## src/rtl/noc_pkg.sv

```systemverilog
// Shared encodings and defaults for the NoC input controller.
// Holds the handshake FSM state enums and the default packet width.
package noc_pkg;

  localparam int WIDTH_PACKET_DEFAULT = 14;

  typedef enum logic {
    I_IDLE,
    I_ACK
  } in_state_e;

  typedef enum logic [1:0] {
    O_IDLE,
    O_REQ,
    O_REL
  } out_state_e;

endpackage

```

## src/rtl/input_ctrl.sv

```systemverilog
// 4-phase input demultiplexer: one upstream channel feeds two downstream
// channels through a one-entry buffer, with per-port delivered-packet counters.
module input_ctrl
  import noc_pkg::*;
#(
  parameter int WIDTH_packet = WIDTH_PACKET_DEFAULT,
  parameter int ROUTE_BIT    = 13,
  parameter int CNT_W        = 8
) (
  input  logic                    clk,
  input  logic                    rst,
  input  logic                    in_req,
  input  logic [WIDTH_packet-1:0] in_data,
  output logic                    in_ack,
  output logic                    out0_req,
  output logic                    out1_req,
  output logic [WIDTH_packet-1:0] out0_data,
  output logic [WIDTH_packet-1:0] out1_data,
  input  logic                    out0_ack,
  input  logic                    out1_ack,
  output logic [CNT_W-1:0]        cnt0,
  output logic [CNT_W-1:0]        cnt1
);

  localparam logic [CNT_W-1:0] CNT_ONE = CNT_W'(1);

  in_state_e  in_state_q, in_state_d;
  out_state_e out_state_q, out_state_d;

  logic [WIDTH_packet-1:0] pkt_buf_q, pkt_buf_d;
  logic                    buf_valid_q, buf_valid_d;
  logic                    buf_set, buf_clr;
  logic                    armed_q, armed_d;
  logic                    in_ack_q, in_ack_d;

  logic                    sel_q, sel_d;
  logic                    out0_req_q, out0_req_d;
  logic                    out1_req_q, out1_req_d;
  logic [WIDTH_packet-1:0] out0_data_q, out0_data_d;
  logic [WIDTH_packet-1:0] out1_data_q, out1_data_d;
  logic [CNT_W-1:0]        cnt0_q, cnt0_d;
  logic [CNT_W-1:0]        cnt1_q, cnt1_d;

  logic route_sel;
  logic route_ack;
  logic cur_ack;

  assign route_sel = pkt_buf_q[ROUTE_BIT];
  assign route_ack = route_sel ? out1_ack : out0_ack;
  assign cur_ack   = sel_q ? out1_ack : out0_ack;

  // After reset a request still held high is stale; accept only once it has been seen low.
  assign armed_d = armed_q | ~in_req;

  always_comb begin
    in_state_d = in_state_q;
    in_ack_d   = in_ack_q;
    pkt_buf_d  = pkt_buf_q;
    buf_set    = 1'b0;
    case (in_state_q)
      I_IDLE: begin
        if (in_req && armed_q && !buf_valid_q) begin
          pkt_buf_d  = in_data;
          buf_set    = 1'b1;
          in_ack_d   = 1'b1;
          in_state_d = I_ACK;
        end
      end
      I_ACK: begin
        if (!in_req) begin
          in_ack_d   = 1'b0;
          in_state_d = I_IDLE;
        end
      end
      default: begin
        in_ack_d   = 1'b0;
        in_state_d = I_IDLE;
      end
    endcase
  end

  always_comb begin
    out_state_d = out_state_q;
    sel_d       = sel_q;
    buf_clr     = 1'b0;
    out0_req_d  = out0_req_q;
    out1_req_d  = out1_req_q;
    out0_data_d = out0_data_q;
    out1_data_d = out1_data_q;
    cnt0_d      = cnt0_q;
    cnt1_d      = cnt1_q;
    case (out_state_q)
      O_IDLE: begin
        // A still-high ack on the target port is a previous phase; wait for it to drop.
        if (buf_valid_q && !route_ack) begin
          sel_d       = route_sel;
          buf_clr     = 1'b1;
          out_state_d = O_REQ;
          if (route_sel) begin
            out1_data_d = pkt_buf_q;
            out1_req_d  = 1'b1;
          end else begin
            out0_data_d = pkt_buf_q;
            out0_req_d  = 1'b1;
          end
        end
      end
      O_REQ: begin
        if (cur_ack) begin
          if (sel_q) out1_req_d = 1'b0;
          else       out0_req_d = 1'b0;
          out_state_d = O_REL;
        end
      end
      O_REL: begin
        if (!cur_ack) begin
          if (sel_q) cnt1_d = cnt1_q + CNT_ONE;
          else       cnt0_d = cnt0_q + CNT_ONE;
          out_state_d = O_IDLE;
        end
      end
      default: begin
        out0_req_d  = 1'b0;
        out1_req_d  = 1'b0;
        out_state_d = O_IDLE;
      end
    endcase
  end

  // Set and clear never coincide: set needs valid low, clear needs valid high.
  assign buf_valid_d = (buf_valid_q | buf_set) & ~buf_clr;

  always_ff @(posedge clk) begin
    if (rst) begin
      in_state_q  <= I_IDLE;
      out_state_q <= O_IDLE;
      pkt_buf_q   <= '0;
      buf_valid_q <= 1'b0;
      armed_q     <= ~in_req;
      in_ack_q    <= 1'b0;
      sel_q       <= 1'b0;
      out0_req_q  <= 1'b0;
      out1_req_q  <= 1'b0;
      out0_data_q <= '0;
      out1_data_q <= '0;
      cnt0_q      <= '0;
      cnt1_q      <= '0;
    end else begin
      in_state_q  <= in_state_d;
      out_state_q <= out_state_d;
      pkt_buf_q   <= pkt_buf_d;
      buf_valid_q <= buf_valid_d;
      armed_q     <= armed_d;
      in_ack_q    <= in_ack_d;
      sel_q       <= sel_d;
      out0_req_q  <= out0_req_d;
      out1_req_q  <= out1_req_d;
      out0_data_q <= out0_data_d;
      out1_data_q <= out1_data_d;
      cnt0_q      <= cnt0_d;
      cnt1_q      <= cnt1_d;
    end
  end

  assign in_ack    = in_ack_q;
  assign out0_req  = out0_req_q;
  assign out1_req  = out1_req_q;
  assign out0_data = out0_data_q;
  assign out1_data = out1_data_q;
  assign cnt0      = cnt0_q;
  assign cnt1      = cnt1_q;

endmodule

```

## config.mk

```make
export PLATFORM = sky130hd
export DESIGN_NAME = input_ctrl
export DESIGN_NICKNAME = d
export VERILOG_FILES = /design/src/rtl/noc_pkg.sv /design/src/rtl/input_ctrl.sv
export SDC_FILE = /design/constraint.sdc
export NUM_CORES = 1
export LEC_CHECK = 0
export CAP_MARGIN = 0
export CORE_ASPECT_RATIO = 0.8
export CORE_MARGIN = 3
export CORE_UTILIZATION = 25
export CTS_BUF_LIST = sky130_fd_sc_hd__clkbuf_8
export CTS_CLUSTER_DIAMETER = 100
export CTS_CLUSTER_SIZE = 25
export DETAILED_ROUTE_END_ITERATION = 12
export HOLD_SLACK_MARGIN = 0.06
export PLACE_DENSITY = 0.51
export SETUP_SLACK_MARGIN = 0.3
export SLEW_MARGIN = 10
export SYNTH_ARGS = -nofsm -noshare
export SYNTH_HDL_FRONTEND = slang
export SYNTH_SLANG_ARGS = --single-unit
```

## constraint.sdc

```tcl
create_clock -name clk -period 1.7 [get_ports clk]
set_input_delay 0.255 -clock clk [delete_from_list [all_inputs] [get_ports clk]]
set_output_delay 0.255 -clock clk [all_outputs]
set_load 0.05 [all_outputs]
```

==> results_dict.tcl <==
set metrics [dict create \
    outcome "completed" \
    path_max_fanout 9 \
    clk_latency_ns 0.35 \
    viasPerCell 4.72 \
    syn-mean-instance-area_um2 8.49 \
    finalHoldViolCount 0 \
    antenna_left 0 \
    synth-main-ff-cell "dfxtp_1" \
    hold_class "in2reg" \
    post-route-util_pct 39.1 \
    synth_edf_count 0 \
    routed_wl_um 7890 \
    path_cells "or4b_4 -> buf_12 -> or4_4 -> a21oi_2" \
    n_fill_cell 1065 \
    critPathSlowestCell "or4b_4" \
    tns_ns 0 \
    io-pin-count 66 \
    die-area_um2 11900 \
    seqPwrFrac_pct 46.7 \
    min_period_ns 1.65 \
    synthCells 314 \
    cp.required_ns 1.97 \
    drive_gt1_share_pct 34.3 \
    cts_buffers 9 \
    finalMaxSlewViolations 0 \
    grt_pass1_vias 2570 \
    core.rowCount 33 \
    drt_iter0_markers 115 \
    antenna_cells 0 \
    grt_pass1_wl_um 13000 \
    final_nets 424 \
    track_usage_pct 13.7 \
    min-delay-start "rst" \
    root_buffer "clkbuf_8" \
    worstSetupEndpointType "register" \
    layout_commonest_cell "buf_4" \
    core_um2 10300 \
    synth_seq_area_share_pct 49.6 \
    cts-htree-levels 3 \
    p_sw_share_pct 26.4 \
    p_total_mw 3.44 \
    gp_congestion 0.768 \
    drc 0 \
    start_kind "register" \
    cp_top_family "simple AND/OR/NAND/NOR gates" \
    grt.overflow.total 0 \
    clk_pin_slew_ns 0.07 \
    die_x_um 121 \
    ys_types 42 \
    slowest_delay_ns 0.57 \
    grt_max_degree 45 \
    internal-power_mw 2.53 \
    rr_startpoint "sel_q$_SDFFE_PP0P_" \
    cts_sinks 66 \
    grt_setup_unrepaired "true" \
    grt_antenna_before_repair 0 \
    irDropWorstVdd_uv 286 \
    initial_core_util_pct 25.8 \
    powerDensity_nw_per_um2 853 \
    die_y_um 98.4 \
    wire_per_inst_um 14.4 \
    hpwl_um 5140 \
    critPathBufInv 1 \
    synth-async-reset-ratio_pct 0 \
    netlist_area_um2 2670 \
    clock.fmax_ghz 0.605 \
    final_cell_mix "69 x buf_4, 54 x dfxtp_1, 52 x a21oi_1, 36 x nand2_1, 30 x nand3_1" \
    synthToLayoutAreaGrowth_pct 51.2 \
    cts_tree "yes" \
    yosysWarnings 0 \
    leakage_nw 1.56 \
    cp.arrival_ns 1.92 \
    fin_crit_sh_pct 97.2 \
    syn_nets 335 \
    final-instance-count-excl-fill 548 \
    skew_ns 0.0120 \
    max-cap-violations 0 \
    finalSetupViolations 0 \
    crit_start "sel_q$_SDFFE_PP0P_" \
    pwr-share-comb_pct 14.2 \
    dp_cells 518 \
    via_count 2586 \
    yosys_register_bits 66 \
    portBuffers 64 \
    power.share.clock_pct 39.1 \
    critPathKind "reg2reg" \
    power.switching_mw 0.909 \
    drt-pass1-iter-count 6 \
    clockBufferDepth 2 \
]
-- cell usage after synthesis (2+ instances only) --
| cell type | n | share of area, % |
|---|---|---|
| a21oi_1 | 54 | 10 |
| ha_1 | 2 | 0.94 |
| or4_1 | 7 | 2.0 |
| nor2_1 | 9 | 1.3 |
| mux2_2 | 2 | 0.84 |
| clkbuf_1 | 20 | 2.8 |
| nand2_1 | 36 | 5.1 |
| nand4bb_1 | 2 | 0.84 |
| buf_6 | 2 | 0.84 |
| nand3_1 | 30 | 5.6 |
| dfxtp_1 | 66 | 50 |
| or3_1 | 5 | 1.2 |
| inv_1 | 6 | 0.84 |
| nor2b_1 | 3 | 0.70 |
| o31ai_1 | 7 | 2.0 |
| mux2i_1 | 2 | 0.75 |
| xor2_1 | 2 | 0.66 |
| nand2b_1 | 3 | 0.70 |
| or2_2 | 2 | 0.47 |
| o21ai_0 | 32 | 6.0 |
-- cells by family (layout without fill, tap and decap cells) --
logic type / after synthesis / after routing / share of synthesized area [%]
compound gates: 102 / 102 / 20.9
xor+xnor: 3 / 3 / 0.986
simple gates: 106 / 106 / 20.9
mux: 4 / 4 / 1.60
buf+inv: 30 / 124 / 4.97
fa+ha+maj: 2 / 2 / 0.938
other cells: 1 / 1 / 0.141
flops: 66 / 66 / 49.6
-- power groups by stage --
| stage | Clock, mW | Sequential, mW | Combinational (mW) |
|---|---|---|---|
| final | 1.34 | 1.61 | 0.487 |
| after global routing | 1.46 | 1.61 | 0.524 |
| after CTS | 1.39 | 1.61 | 0.451 |
| after detailed placement | 0 | 1.64 | 0.362 |
| after global placement | 0 | 1.64 | 0.361 |
| after floorplan | 0 | 1.66 | 0.179 |
-- through the flow --
step	setup slack, ns	area (µm²)	hold slack (ns)
2_1_floorplan	0.0805	2710	0.331
3_3_place_gp	-0.338	3500	0.462
3_5_place_dp	-0.348	3500	0.463
4_1_cts	0.0616	3890	0.343
5_1_grt	0.0169	4030	0.366
6_report	0.0469	4030	0.349
-- path summary, 6_finish.rpt --
check / end / slack, ns / cells past startpoint
setup / recovery: cnt0[5]$_SDFFE_PP0P_ / 0.05 / 4
hold / removal: cnt0[1]$_SDFFE_PP0P_ / 0.35 / 2
setup reg to reg: cnt0[5]$_SDFFE_PP0P_ / 0.05 / 4
hold reg to reg: out0_data[3]$_SDFFE_PP0P_ / 0.48 / 2
-- final cells by class --
class / count / area (µm²) / share of cell area [%]
clock inverter: 6 / 65.1 / 1.61
inverter: 6 / 22.5 / 0.559
clock buffer: 10 / 138 / 3.41
timing repair buffer: 102 / 953 / 23.6
sequential: 66 / 1350 / 33.4
multi-input combinational: 218 / 1330 / 33.0
tap: 140 / 175 / 4.35
-- timing repair --
item,CTS,global route
cloned,3,0
endpoints found under the hold margin,0,0
setup endpoints to repair,42,49
setup buffers,4,7
hold buffers,0,0
pin swaps,3,4
resized for setup,30,24
-- registers in the layout (all words and copies together) (netlist names) --
register     cells
armed_q          1
buf_valid_q      1
cnt0             8
cnt1             8
in_ack           1
in_state_q       1
out0_data       13
out0_req         1
out1_data       14
out1_req         1
out_state_q      2
pkt_buf_q       14
sel_q            1
-- worst register-to-register path, cell delays in order, from the launching register on --
cell and delay, ns:
dfxtp_1 0.31, or4b_4 0.57, buf_12 0.16, or4_4 0.41, a21oi_2 0.13
-- per-layer routing --
| metal | global-route usage, % | vias to the layer above | wire length (µm) |
|---|---|---|---|
| met1 | 19.4 | 1222 | 4010 |
| met3 | 4.05 | 8 | 348 |
| met5 | 0 | - | 0 |
| li1 | - | 1297 | - |
| met2 | 19.9 | 59 | 3460 |
| met4 | 4.22 | 0 | 73 |
Power figures use the tool's default switching activity.
